==> src/rtl/ps2_scancode_decode.sv <==
// ps2_scancode_decode
//   Turns the raw PS/2 Set 2 byte stream from ps2_host into whole key events
//   (make/break, normal/extended), including the E0 and F0 prefixes and the
//   8-byte E1 Pause sequence. Events are queued in a show-ahead FIFO that is
//   drained with a valid/ready handshake.
//
//   Optional feature macro: PS2_RESP_FILTER_EN
//     When defined, keyboard response bytes (FA AA EE FE FC 00 FF) that arrive
//     in IDLE are reported on resp_data/resp_valid instead of becoming key
//     events. When undefined, those bytes decode as ordinary make codes and
//     resp_data/resp_valid are tied to 0.
//
// Ports
//   clk        system clock
//   reset      asynchronous, active-low reset
//   rx_data    received byte from ps2_host
//   rx_user    byte had a parity/framing error
//   rx_valid   byte available
//   rx_ready   byte accepted (0 in reset, otherwise always 1)
//   key_code   final scancode byte of the head event (0 when empty)
//   key_ext    head event was E0/E1-prefixed
//   key_break  head event is a release
//   key_valid  FIFO head valid
//   key_ready  consumer accepts the head
//   resp_data  keyboard response byte
//   resp_valid one-cycle response strobe
//   err_count  error bytes seen, saturating
//   drop_count events lost to a full FIFO, saturating
module ps2_scancode_decode #(
  parameter int FIFO_DEPTH = 8
) (
  input  logic       clk,
  input  logic       reset,
  input  logic [7:0] rx_data,
  input  logic       rx_user,
  input  logic       rx_valid,
  output logic       rx_ready,
  output logic [7:0] key_code,
  output logic       key_ext,
  output logic       key_break,
  output logic       key_valid,
  input  logic       key_ready,
  output logic [7:0] resp_data,
  output logic       resp_valid,
  output logic [7:0] err_count,
  output logic [7:0] drop_count
);

  localparam int PTR_W = $clog2(FIFO_DEPTH);
  localparam int CNT_W = $clog2(FIFO_DEPTH) + 1;
  localparam logic [CNT_W-1:0] DEPTH_C = CNT_W'(FIFO_DEPTH);

  typedef enum logic [1:0] {IDLE, EXT, BRK, PAUSE} state_t;

  function automatic logic [7:0] sat_inc8(input logic [7:0] v);
    return (v == 8'hFF) ? v : v + 8'd1;
  endfunction

`ifdef PS2_RESP_FILTER_EN
  function automatic logic is_resp(input logic [7:0] b);
    return (b == 8'hFA) || (b == 8'hAA) || (b == 8'hEE) || (b == 8'hFE) ||
           (b == 8'hFC) || (b == 8'h00) || (b == 8'hFF);
  endfunction
`endif

  state_t      state, state_n;
  logic        ext_f, ext_n;
  logic        brk_f, brk_n;
  logic [2:0]  skip, skip_n;
  logic        rdy_q;
  logic        accept;
  logic        emit;
  logic [9:0]  emit_word;
  logic        err_hit;
`ifdef PS2_RESP_FILTER_EN
  logic        resp_hit;
  logic        resp_vld_p1;
  logic [7:0]  resp_data_p1;
`endif

  logic [9:0]       mem [FIFO_DEPTH];
  logic [PTR_W-1:0] wr_ptr, rd_ptr;
  logic [CNT_W-1:0] count;
  logic             push, pop, drop;
  logic [9:0]       head;
  logic [7:0]       err_q, drop_q;

  assign rx_ready = rdy_q;
  assign accept   = rx_valid && rdy_q;

  // Stage 0: decode the accepted byte against the current prefix state
  always_comb begin
    state_n   = state;
    ext_n     = ext_f;
    brk_n     = brk_f;
    skip_n    = skip;
    emit      = 1'b0;
    emit_word = '0;
    err_hit   = 1'b0;
`ifdef PS2_RESP_FILTER_EN
    resp_hit  = 1'b0;
`endif
    if (accept) begin
      if (rx_user) begin
        // A corrupted byte poisons whatever prefix sequence was in flight.
        err_hit = 1'b1;
        state_n = IDLE;
        ext_n   = 1'b0;
        brk_n   = 1'b0;
        skip_n  = '0;
      end else if (state == PAUSE) begin
        // Pause has no break code; the 7 bytes after E1 are swallowed whole.
        if (skip == 3'd1) begin
          emit      = 1'b1;
          emit_word = {1'b1, 1'b0, 8'hE1};
          state_n   = IDLE;
          skip_n    = '0;
        end else begin
          skip_n = skip - 3'd1;
        end
      end else if (state == IDLE && rx_data == 8'hE0) begin
        state_n = EXT;
        ext_n   = 1'b1;
      end else if ((state == IDLE || state == EXT) && rx_data == 8'hF0) begin
        state_n = BRK;
        brk_n   = 1'b1;
      end else if (state == IDLE && rx_data == 8'hE1) begin
        state_n = PAUSE;
        skip_n  = 3'd7;
`ifdef PS2_RESP_FILTER_EN
      end else if (state == IDLE && is_resp(rx_data)) begin
        resp_hit = 1'b1;
`endif
      end else begin
        emit      = 1'b1;
        emit_word = {ext_f, brk_f, rx_data};
        state_n   = IDLE;
        ext_n     = 1'b0;
        brk_n     = 1'b0;
      end
    end
  end

  always_ff @(posedge clk or negedge reset) begin
    if (!reset) begin
      state <= IDLE;
      ext_f <= 1'b0;
      brk_f <= 1'b0;
      skip  <= '0;
      rdy_q <= 1'b0;
    end else begin
      state <= state_n;
      ext_f <= ext_n;
      brk_f <= brk_n;
      skip  <= skip_n;
      rdy_q <= 1'b1;
    end
  end

  // Stage 1: event FIFO, counters and response strobe
  assign key_valid = (count != '0);
  assign pop       = key_valid && key_ready;
  // A pop in the same cycle frees the slot, so a full FIFO still takes the push.
  assign push      = emit && ((count < DEPTH_C) || pop);
  assign drop      = emit && !push;

  always_ff @(posedge clk) begin
    if (push) mem[wr_ptr] <= emit_word;
  end

  always_ff @(posedge clk or negedge reset) begin
    if (!reset) begin
      wr_ptr <= '0;
      rd_ptr <= '0;
      count  <= '0;
      err_q  <= '0;
      drop_q <= '0;
    end else begin
      if (push) wr_ptr <= wr_ptr + PTR_W'(1);
      if (pop)  rd_ptr <= rd_ptr + PTR_W'(1);
      case ({push, pop})
        2'b10:   count <= count + CNT_W'(1);
        2'b01:   count <= count - CNT_W'(1);
        default: count <= count;
      endcase
      if (err_hit) err_q  <= sat_inc8(err_q);
      if (drop)    drop_q <= sat_inc8(drop_q);
    end
  end

  // Head fields read as zero while empty so the outputs never show stale RAM.
  assign head       = key_valid ? mem[rd_ptr] : 10'd0;
  assign key_ext    = head[9];
  assign key_break  = head[8];
  assign key_code   = head[7:0];
  assign err_count  = err_q;
  assign drop_count = drop_q;

`ifdef PS2_RESP_FILTER_EN
  always_ff @(posedge clk or negedge reset) begin
    if (!reset) begin
      resp_vld_p1  <= 1'b0;
      resp_data_p1 <= '0;
    end else begin
      resp_vld_p1 <= resp_hit;
      if (resp_hit) resp_data_p1 <= rx_data;
    end
  end
  assign resp_valid = resp_vld_p1;
  assign resp_data  = resp_data_p1;
`else
  assign resp_valid = 1'b0;
  assign resp_data  = 8'h00;
`endif

endmodule

==> config.mk <==
export PLATFORM = sky130hd
export DESIGN_NAME = ps2_scancode_decode
export DESIGN_NICKNAME = d
export VERILOG_FILES = /design/src/rtl/ps2_scancode_decode.sv
export SDC_FILE = /design/constraint.sdc
export NUM_CORES = 1
export LEC_CHECK = 0
export ABC_AREA = 0
export BUFFER_PORTS_ARGS = -buffer_cell sky130_fd_sc_hd__buf_2
export CAP_MARGIN = 10
export CORE_MARGIN = 2
export CORE_UTILIZATION = 28
export DETAILED_ROUTE_END_ITERATION = 8
export MAX_ROUTING_LAYER = met4
export SLEW_MARGIN = 20
export SYNTH_ARGS = -nofsm -noshare
export SYNTH_HDL_FRONTEND = slang
export SYNTH_SLANG_ARGS = --single-unit
==> constraint.sdc <==
create_clock -name clk -period 3.55 [get_ports clk]
set_input_delay 0.1775 -clock clk [delete_from_list [all_inputs] [get_ports clk]]
set_output_delay 0.1775 -clock clk [all_outputs]
set_load 0.005 [all_outputs]
=== Yosys cells after proc, flatten, opt, wreduce, memory -nomap -nowiden ===
Memories as Yosys holds them, arrays and structs flattened.
Cells that the tools add are included.

* $add $sub $neg: 7
* Magnitude comparators: 1
* Equal/unequal tests: 18
* Multiplexer cells: 41
* Bitwise gates (word level): 2
* Reductions and logical operators: 20

{| class="wikitable"
|+ Operators with widths
! operator !! number
|-
| $mux 10 || 8
|-
| $eq 8x8->1 const B || 5
|-
| $mux 1 || 20
|-
| $mux 3 || 6
|-
| $add 8x1->8 const B || 2
|-
| $ne 3x3->1 const B || 5
|-
| $mux 2 || 6
|-
| $reduce_and 4->1 || 3
|-
| $pmux 4 s2 || 1
|-
| $logic_and 1x1->1 || 7
|-
| $add 3x1->3 const B || 2
|-
| $reduce_and 2->1 || 3
|-
| $add 4x1->4 const B || 1
|-
| $eq 2x1->1 const B || 2
|-
| $eq 2x2->1 const B || 2
|-
| $lt 4x4->1 const B || 1
|-
| $ne 2x2->1 const B || 2
|-
| $reduce_bool 4->1 || 1
|-
| $sub 4x1->4 const B || 1
|-
| $eq 3x1->1 const B || 1
|-
| $ne 3x2->1 const B || 1
|-
| $reduce_bool 3->1 || 1
|-
| $sub 3x1->3 const B || 1
|-
| $logic_not 2->1 || 1
|-
| 4 further kinds || 6
|}

* Bits in registers: 34
* RAM bits: 80
* Bits of input ports: 13
* Memories kept: 1

{| class="wikitable"
|+ Memory list
! name !! words !! bits a word !! rd ports !! clocked after Yosys merged registers in !! write ports !! line !! RTL
|-
| mem || 8 || 10 || 1 || 0 || 1 || 81 || <nowiki>logic [9:0] mem [FIFO_DEPTH];</nowiki>
|}

=== Depth between registers and ports, before layout ===
Gate-level depths: netlist of run 1.

* Depth after elaboration: 12
* Gate-level depth with buffers: 12

=== Worst setup path after synthesis of run 1 ===
Ideal clock, no wire load.

* Kind: reg2reg
* Start: register skip[1]
* End: memory mem[0][0], enable pin
* Setup time: 0.403 ns
* Data arrival time: 2.324 ns
* Slack: 0.823 ns
* Stages on the path, launching flop included: 7
* Path buffers: 0
* Period minus slack after synthesis: 2.727 ns
* Cell sequence: dfrtp_1 inv_1 ha_1 nand2b_4 a2111oi_4 nand2_2 nor4_1

* Longest elaborated chain between the ends: 8

{| class="wikitable"
|+ RTL lines
! item !! line !! RTL
|-
| start: declaration || 69 || <nowiki>logic [2:0] skip, skip_n;</nowiki>
|-
| start signal: assignment || 155 || <nowiki>skip <= skip_n;</nowiki>
|-
| $eq 3x1->1 || 113 || <nowiki>if (skip == 3'd1) begin</nowiki>
|-
| $mux 1 || 113 ||
|-
| $mux 1 || 111 || <nowiki>end else if (state == PAUSE) begin</nowiki>
|-
| $mux 1 || 104 || <nowiki>if (rx_user) begin</nowiki>
|-
| $mux 1 || 103 || <nowiki>if (accept) begin</nowiki>
|-
| $logic_and 1x1->1 || 164 || <nowiki>assign push = emit && ((count < DEPTH_C) || pop);</nowiki>
|-
| $mux 1 || 168 || <nowiki>if (push) mem[wr_ptr] <= emit_word;</nowiki>
|-
| $mux 1 (not written as such) || 168 ||
|-
| end: declaration || 81 ||
|}

No other way between the ends.

=== Worst setup path after layout of run 1 ===
* Start: register skip[1]
* End: register count[2]

* Longest elaborated chain between the ends: 8

{| class="wikitable"
|+ RTL lines
! item !! line !! RTL
|-
| $eq 3x1->1 * || 113 ||
|-
| $mux 1 * || 113 ||
|-
| $mux 1 * || 111 ||
|-
| $mux 1 * || 104 ||
|-
| $mux 1 * || 103 ||
|-
| $logic_and 1x1->1 * || 164 ||
|-
| $eq 2x1->1 or $eq 2x2->1 (tied branches) || 181 || <nowiki>case ({push, pop})</nowiki>
|-
| $pmux 4 s2 or $reduce_bool 2->1 (tied branches) || -- ||
|-
| end signal: assignment || 182 || <nowiki>2'b10: count <= count + CNT_W'(1);</nowiki>
|-
| end signal: assignment || 183 || <nowiki>2'b01: count <= count - CNT_W'(1);</nowiki>
|-
| end signal: assignment || 184 || <nowiki>default: count <= count;</nowiki>
|-
| end: declaration || 83 || <nowiki>logic [CNT_W-1:0] count;</nowiki>
|}

Every way passes the cells marked *; elsewhere a longest branch is shown, timed or not.
A chain may end at the register's enable or synchronous reset.

==> summary.txt, run 1 <==
Status
  • Outcome: finished clean

CTS
  • CTS Buf Count: 17
  • Reg clk slew, reported paths: ~0.05 ns
  • Root buf cell: clkbuf_16
  • TritonCTS clock tree: built
  • Worst skew pair latency: 0.41 ns
  • Clock tree sinks: 114
  • Clock buffer depth: 2
  • Htree depth: 4
  • Post-CTS sizing: 0

Logic synthesis
  • Gate Count Post-Synth: 335
  • Yosys reg bits: 114
  • Top FF cell, synth: edfxtp_1
  • Number of synthesized flops with an enable pin: 80
  • Register area share after synthesis: between 60 and 70%
  • Mapped Area: 5150 um^2
  • Synth top area share: between 40% and 50%
  • Post-synth ARST share: between 20% and 30%
  • Warnings, synthesis: 0
  • Yosys cell types: 56
  • Synth area leader: edfxtp_1
  • Synth top area cells: edfxtp_1 47%, dfrtp_1 17%, mux4_2 8.7%
  • Synthesized area per cell: 15.4 um^2

Floorplan
  • Initial Util: approximately 29%
  • Die H: between 100 and 150 um
  • Die W: ~140 um
  • I/O Pins: 50
  • Row count: between 40 and 50
  • Die ar.: slightly below 20000 um^2
  • Area of the core: between 15000 and 20000 um^2

Critical path
  • WS Path Type: reg2reg
  • CP max stage delay: about 0.42 ns
  • Crit-path slowest cell: a2111oi_4
  • Cells along the critical path: inv_1, ha_1, nand2b_4, a2111oi_4, nand2_2, ha_1, xor2_1, ha_1, a21oi_1, xor2_1, nor2_1, xor2_1
  • Worst-path maximum fanout: 8
  • R2R cell count: 12
  • Crit path required time: roughly 3.8 ns
  • RR Startpoint: skip[1]$_DFFE_PN0P_
  • CP endpoint kind: flip-flop
  • Flop2flop setup slack: roughly 0.79 ns
  • CP Launch Type: flip-flop
  • R2R Path End: count[2]$_DFFE_PN0P_
  • Crit path DAT: around 3 ns

Route
  • Via count: 2949
  • Met2 WL post-DR: slightly above 5 mm
  • Via density: ~4.6
  • Wire per inst: 16.6 um
  • DRT iter0 DRCs: between 150 and 200
  • First drt pass iteration count: 4
  • M1 wire length: between 4 and 5 mm
  • Top Metal Used: met4
  • Routed Antenna Nets: 0
  • Detailed Route WL: 10.6 mm
  • Met3 Wirelength: between 500 and 600 um
  • DRC viols: 0

Hold path
  • Hold depth: 3
  • Worst Hold Class: in2reg
  • Hold Startpoint: rx_data[4]
  • Hold-critical path endpoint: state[0]$_DFFE_PN0P_

Place
  • Hpwl dp: between 6 and 7 mm
  • Port Buffers: 40
  • Placed Area: between 5000 and 6000 um^2
  • Routability cong.: ~0.73
  • Placed cell count: 602

Timing
  • RSZ-0062 raised after global routing: false
  • Endpoints failing setup: 0
  • Final Cycle Share: 77.8%
  • Max Fclk: ~0.36 GHz
  • TNS Setup: 0 ns
  • Slew HR: 32.0%
  • Worst Skew: about 0.0091 ns
  • Final slew viol count: 0
  • Min Clock Period, post-route: around 2.8 ns
  • Hold Vio Cnt, Final: 0
  • Least-Margin Pin Slew: a little over 1 ns

Finish
  • Register Area: 3250 um^2
  • Footprint of the multi-input gates: around 1800 um^2
  • Area added between synthesis and finish: 20.6%
  • Share of cells above drive strength 1: a little under a third
  • Final Cell Area: 6210 um^2
  • Final-stage net count: roughly 420
  • Non-Filler Instances: roughly 640
  • Fillers: roughly 1800

Pwr
  • Leak pwr: 2.35 nW
  • Power Density: a little over 700 nW/um^2
  • Worst VDD drop: roughly 0.37 mV

Global route
  • Initial antenna violation count: 2
  • Total track usage: between 10% and 20%
  • Vias in the first global route: just over 3000
  • Global route total overflow: 0
  • First-pass GRT wire length: about 17 mm
  • Largest net degree at the start of global routing: 35

Job
  • Max-Cap Viols: 0
report_power, final:
group	switching [mW]	internal (mW)
sequential	0.230	1.56
combinational	0.437	0.549
clock	0.597	1.03
cell families (layout without fill, tap and decap cells):
logic type                 after synthesis  count (layout)  share of synthesized area, %
xor gates and xnor gates                22              22                          3.74
DFF                                    114             114                          63.2
AOI/OAI and AO/OA                       28              28                          5.05
muxes                                   37              37                          12.4
and+or+nand+nor                         97              97                          10.4
other                                    2              12                         0.146
adders and majority gates                9               9                          2.19
buffers and inverters                   26              89                          2.84
layout by cell type (no fill, tap or decap), types with 4 or more instances in the layout:
cell type	Yosys	final
a21oi_1	7	7
and2_1	4	4
and3_1	5	5
buf_2	3	40
buf_4	10	10
clkbuf_16	0	17
clkinv_2	0	4
clkinvlp_4	0	4
conb_1	2	10
dfrtp_1	34	34
edfxtp_1	80	80
ha_1	9	9
inv_1	5	5
mux2i_1	10	10
mux4_2	20	20
nand2_1	13	13
nand3_1	9	9
nand4_1	4	4
nor2_1	30	30
nor3_1	5	5
nor3_2	4	4
xnor2_1	12	12
xor2_1	10	10
sequential cells by signal, summed over array words and instances, names as in the netlist:
register	cells
wr_ptr	3
rx_ready	1
err_count	8
rd_ptr	3
count	4
state	2
brk_f	1
skip	3
ext_f	1
drop_count	8
mem	80
layout make-up:
cell class	instances	area share, %
Sequential cell	114	52.4
Multi-Input combinational cell	203	28.8
Clock buffer	19	6.97
Tap cell	229	4.62
Timing Repair Buffer	51	4.59
Clock inverter	13	2.20
Inverter	6	0.363
Antenna cell	2	0.0806
worst max-delay path by stage:
stage / startpoint / end / cells past startpoint
2_1_floorplan: skip[1]$_DFFE_PN0P_ / mem[0][0]$_DFFE_PP_ / 6
3_3_place_gp: skip[1]$_DFFE_PN0P_ / count[2]$_DFFE_PN0P_ / 12
3_5_place_dp: skip[1]$_DFFE_PN0P_ / count[2]$_DFFE_PN0P_ / 12
4_1_cts: skip[1]$_DFFE_PN0P_ / count[2]$_DFFE_PN0P_ / 12
5_1_grt: skip[1]$_DFFE_PN0P_ / count[2]$_DFFE_PN0P_ / 12
6_report: skip[1]$_DFFE_PN0P_ / count[2]$_DFFE_PN0P_ / 12
per-stage QoR:
stage	util (%)	hold WS, ns	worst slack [ns]	total power, mW
global placement	31.2	0.299	0.911	2.79
global route	34.4	0.156	0.612	4.65
CTS	34.4	0.135	0.807	4.47
finish	34.4	0.147	0.789	4.40
floorplan	-	-0.118	0.823	2.47
detailed placement	31.2	0.313	0.829	2.82
critical path, delay by kind of cell, from the launching register on:
kind / cells / cell delay [ns]
compound gates: 2 / 0.58
xor+xnor: 3 / 0.46
fa+ha+maj: 3 / 0.75
buf+inv: 1 / 0.08
flops: 1 / 0.37
simple gates: 3 / 0.39
timing repair:
action,CTS,global route
hold endpoints to repair,34,0
hold buffers,1,0
setup buffers,0,0
per-layer routing:
metal | vias to the layer above | GRT usage (%)
met4 | 0 | 4.26
li1 | 1373 | -
met1 | 1483 | 14.4
met2 | 80 | 18.6
met5 | - | -
met3 | 13 | 3.48
synth_stat cells, types with 3 or more instances:
master	n
edfxtp_1	80
dfrtp_1	34
nor2_1	30
mux4_2	20
nand2_1	13
xnor2_1	12
buf_4	10
mux2i_1	10
xor2_1	10
ha_1	9
nand3_1	9
a21oi_1	7
clkbuf_1	6
and3_1	5
inv_1	5
nor3_1	5
and2_1	4
nand4_1	4
nor3_2	4
buf_2	3
mux2_1	3
mux2_4	3
nand2b_1	3
nor2b_1	3
o21ai_0	3
o31ai_1	3
No activity file was read; power rests on OpenSTA's default activity.
==> run 2, diff against run 1 <==
--- a/config.mk
+++ b/config.mk
@@ -5,7 +5,7 @@
 export SDC_FILE = /design/constraint.sdc
 export NUM_CORES = 1
 export LEC_CHECK = 0
-export ABC_AREA = 0
+export ABC_AREA = 1
 export BUFFER_PORTS_ARGS = -buffer_cell sky130_fd_sc_hd__buf_2
 export CAP_MARGIN = 10
 export CORE_MARGIN = 2
==> constraint.sdc (replaced) <==
create_clock -name clk -period 2.6 [get_ports clk]
set_input_delay 0.13 -clock clk [delete_from_list [all_inputs] [get_ports clk]]
set_output_delay 0.13 -clock clk [all_outputs]
set_load 0.005 [all_outputs]
==> summary.txt, run 2 <==
CTS
  • Post-CTS sizing: 0
  • Reg clk slew, reported paths: about 0.060 ns
  • Htree depth: 4
  • Clock tree sinks: between 100 and 150
  • Clock buffer depth: 2
  • Root buf cell: clkbuf_16
  • Worst skew pair latency: a little over 0.4 ns
  • TritonCTS clock tree: built
  • CTS Buf Count: 17
  • Post-CTS Setup Inserts: 0

Timing
  • Final Cycle Share: between 90% and 100%
  • Endpoints failing setup: 0
  • Least-Margin Pin Slew: 0.773 ns
  • Hold Vio Cnt, Final: 0
  • Min Clock Period, post-route: around 2.4 ns
  • Slew HR: just under 50%
  • RSZ-0062 raised after global routing: false
  • Max Fclk: 0.419 GHz
  • Final slew viol count: 0
  • Worst Skew: 0.00829 ns
  • TNS Setup: 0 ns
  • Hold_ws: 0.0441 ns

Route
  • Detailed Route WL: about 12 mm
  • First drt pass iteration count: 4
  • Wire per inst: between 10 and 15 um
  • DRC viols: 0
  • Routed Antenna Nets: 0
  • Via count: about 4000
  • DRT iter0 DRCs: about 240
  • Via density: around 4.7

Finish
  • Share of cells above drive strength 1: between 10% and 20%
  • Most flop-heavy register: mem
  • Most frequent cells in the layout: 101 x nor2_1, 80 x edfxtp_1, 74 x nand2_1, 62 x o21ai_0, 40 x buf_2
  • Max reg flops: 80
  • Register Area: about 3300 um^2
  • Commonest non-fill, non-tap cell in the layout: nor2_1
  • Antenna cell count: 0
  • Area added between synthesis and finish: 20.9%
  • Core Util, Final: about a third
  • Final-stage net count: 616
  • Final Cell Area: around 6500 um^2
  • Fillers: ~1900
  • Footprint of the multi-input gates: around 1800 um^2

Critical path
  • WS Path Type: reg2reg
  • Most common cell on crit path: inv_1
  • R2R Path End: count[3]$_DFFE_PN0P_
  • Crit-path slowest cell: dfrtp_1
  • CP endpoint kind: flip-flop
  • R2R cell count: 15
  • RR Startpoint: skip[1]$_DFFE_PN0P_
  • Crit path max-delay family: simple AND/OR/NAND/NOR gates
  • CP max stage delay: around 0.36 ns
  • Crit path DAT: approximately 2.7 ns
  • Cells along the critical path: inv_1, ha_1, inv_1, o21ai_2, nand3_4, nor2_8, nand2_4, ha_1, nand2_1, inv_1, nor2_1, nand2_1, o21ai_0, nand3_1, xor2_1
  • Buf/Inv on CP: 3
  • Flop2flop setup slack: approximately 0.21 ns
  • Worst-path maximum fanout: 13
  • Crit path required time: around 2.9 ns
  • CP Launch Type: flip-flop

Status
  • Outcome: finished clean

Floorplan
  • Area of the core: 18800 um^2
  • Die H: about 140 um
  • Die ar.: approximately 20000 um^2
  • Row count: 50
  • I/O Pins: 50
  • Initial Util: around 29%
  • Die W: 143 um

Logic synthesis
  • Gate Count Post-Synth: roughly 540
  • Most frequent cell after synthesis: nor2_1
  • Synth top area share: about 45%
  • Register area share after synthesis: between 60% and 70%
  • Yosys cell types: 37
  • Top FF cell, synth: edfxtp_1
  • Synthesized area per cell: between 10 and 15 um^2
  • Synth area leader: edfxtp_1
  • Yosys reg bits: 114
  • Post-synth ARST share: between 20% and 30%
  • Mapped Area: between 5000 and 6000 um^2
  • Number of synthesized flops with an enable pin: 80
  • Top cells by count, synth: 101 x nor2_1, 80 x edfxtp_1, 74 x nand2_1
  • Warnings, synthesis: 0
  • Synth top area cells: edfxtp_1 45%, dfrtp_1 16%, nor2_1 7.0%

Place
  • Routability cong.: 0.810
  • Port Buffers: 40
  • Hpwl dp: a little under 8 mm
  • Placed Area: between 5000 and 6000 um^2

Pwr
  • Worst VDD drop: around 0.56 mV
  • Power Density: between 1000 and 1500 nW/um^2
  • Leak pwr: ~2.7 nW
  • PnR Total Power: approximately 6.6 mW

Hold path
  • Hold-critical path endpoint: rd_ptr[0]$_DFFE_PN0P_
  • Worst Hold Class: in2reg
  • Hold Startpoint: key_ready
  • Hold depth: 3

Global route
  • Largest net degree at the start of global routing: between 40 and 50
  • Initial antenna violation count: 0
  • First-pass GRT wire length: 18.9 mm
  • Global route total overflow: 0
  • Total track usage: 12.5%
  • Vias in the first global route: approximately 3700

Job
  • Max-Cap Viols: 0
==> run 2: logic make-up after synthesis <==
logic type      Yosys count  share of synthesized area, %
other cells               2                         0.139
simple gates            232                          19.7
flops                   114                          60.4
mux                       2                         0.418
compound gates           89                          8.85
xor+xnor                 15                          2.44
buf+inv                  73                          6.02
fa+ha+maj                 9                          2.09
==> run 2: per-stage QoR <==
step           worst slack (ns)  cells
5_1_grt                  0.0145    841
4_1_cts                   0.172    841
2_1_floorplan             0.224    544
3_5_place_dp              0.205    808
3_3_place_gp              0.271    808
6_report                  0.211    841
==> run 2: worst register-to-register path, cell delays in order, from the launching register on <==
cell and delay [ns]:
dfrtp_1 0.36, inv_1 0.08, ha_1 0.17, inv_1 0.06
o21ai_2 0.17, nand3_4 0.12, nor2_8 0.17, nand2_4 0.12
ha_1 0.25, nand2_1 0.10, inv_1 0.04, nor2_1 0.14
nand2_1 0.09, o21ai_0 0.15, nand3_1 0.10, xor2_1 0.15
==> run 2: metal layers <==
layer	track usage (%)	routed length [um]	up-vias
met2	20.1	5780	110
met3	3.72	616	11
met4	3.96	128	0
li1	-	-	1914
met5	-	0	-
met1	15.3	5290	1910
==> run 2: what timing repair did <==
action,4_1_cts,5_1_grt
endpoints found under the setup margin,0,1
endpoints found under the hold margin,34,0
hold buffers,1,0
==> run 2: cell type report <==
class / instances / area share, %
Clock buffer: 17 / 6.53
Clock inverter: 15 / 3.00
Inverter: 47 / 2.75
Multi-Input combinational cell: 357 / 28.2
Sequential cell: 114 / 49.9
Tap cell: 234 / 4.49
Timing Repair Buffer: 57 / 5.07
==> run 2: report_power, final <==
group	total [mW]	internal, mW	leakage, nW	switching (mW)
clock network	2.42	1.54	0.303	0.887
logic	1.88	0.709	1.22	1.17
registers	2.32	2.13	1.16	0.187
total	6.61	4.37	2.69	2.24
==> run 2: how the worst max path moves through the flow <==
| stage | from | end | cells after the start |
|---|---|---|---|
| floorplan | skip[1]$_DFFE_PN0P_ | mem[0][0]$_DFFE_PP_ | 9 |
| global placement | skip[1]$_DFFE_PN0P_ | count[3]$_DFFE_PN0P_ | 15 |
| detailed placement | skip[1]$_DFFE_PN0P_ | count[2]$_DFFE_PN0P_ | 15 |
| CTS | skip[1]$_DFFE_PN0P_ | count[3]$_DFFE_PN0P_ | 15 |
| global route | skip[1]$_DFFE_PN0P_ | count[3]$_DFFE_PN0P_ | 15 |
| finish | skip[1]$_DFFE_PN0P_ | count[3]$_DFFE_PN0P_ | 15 |
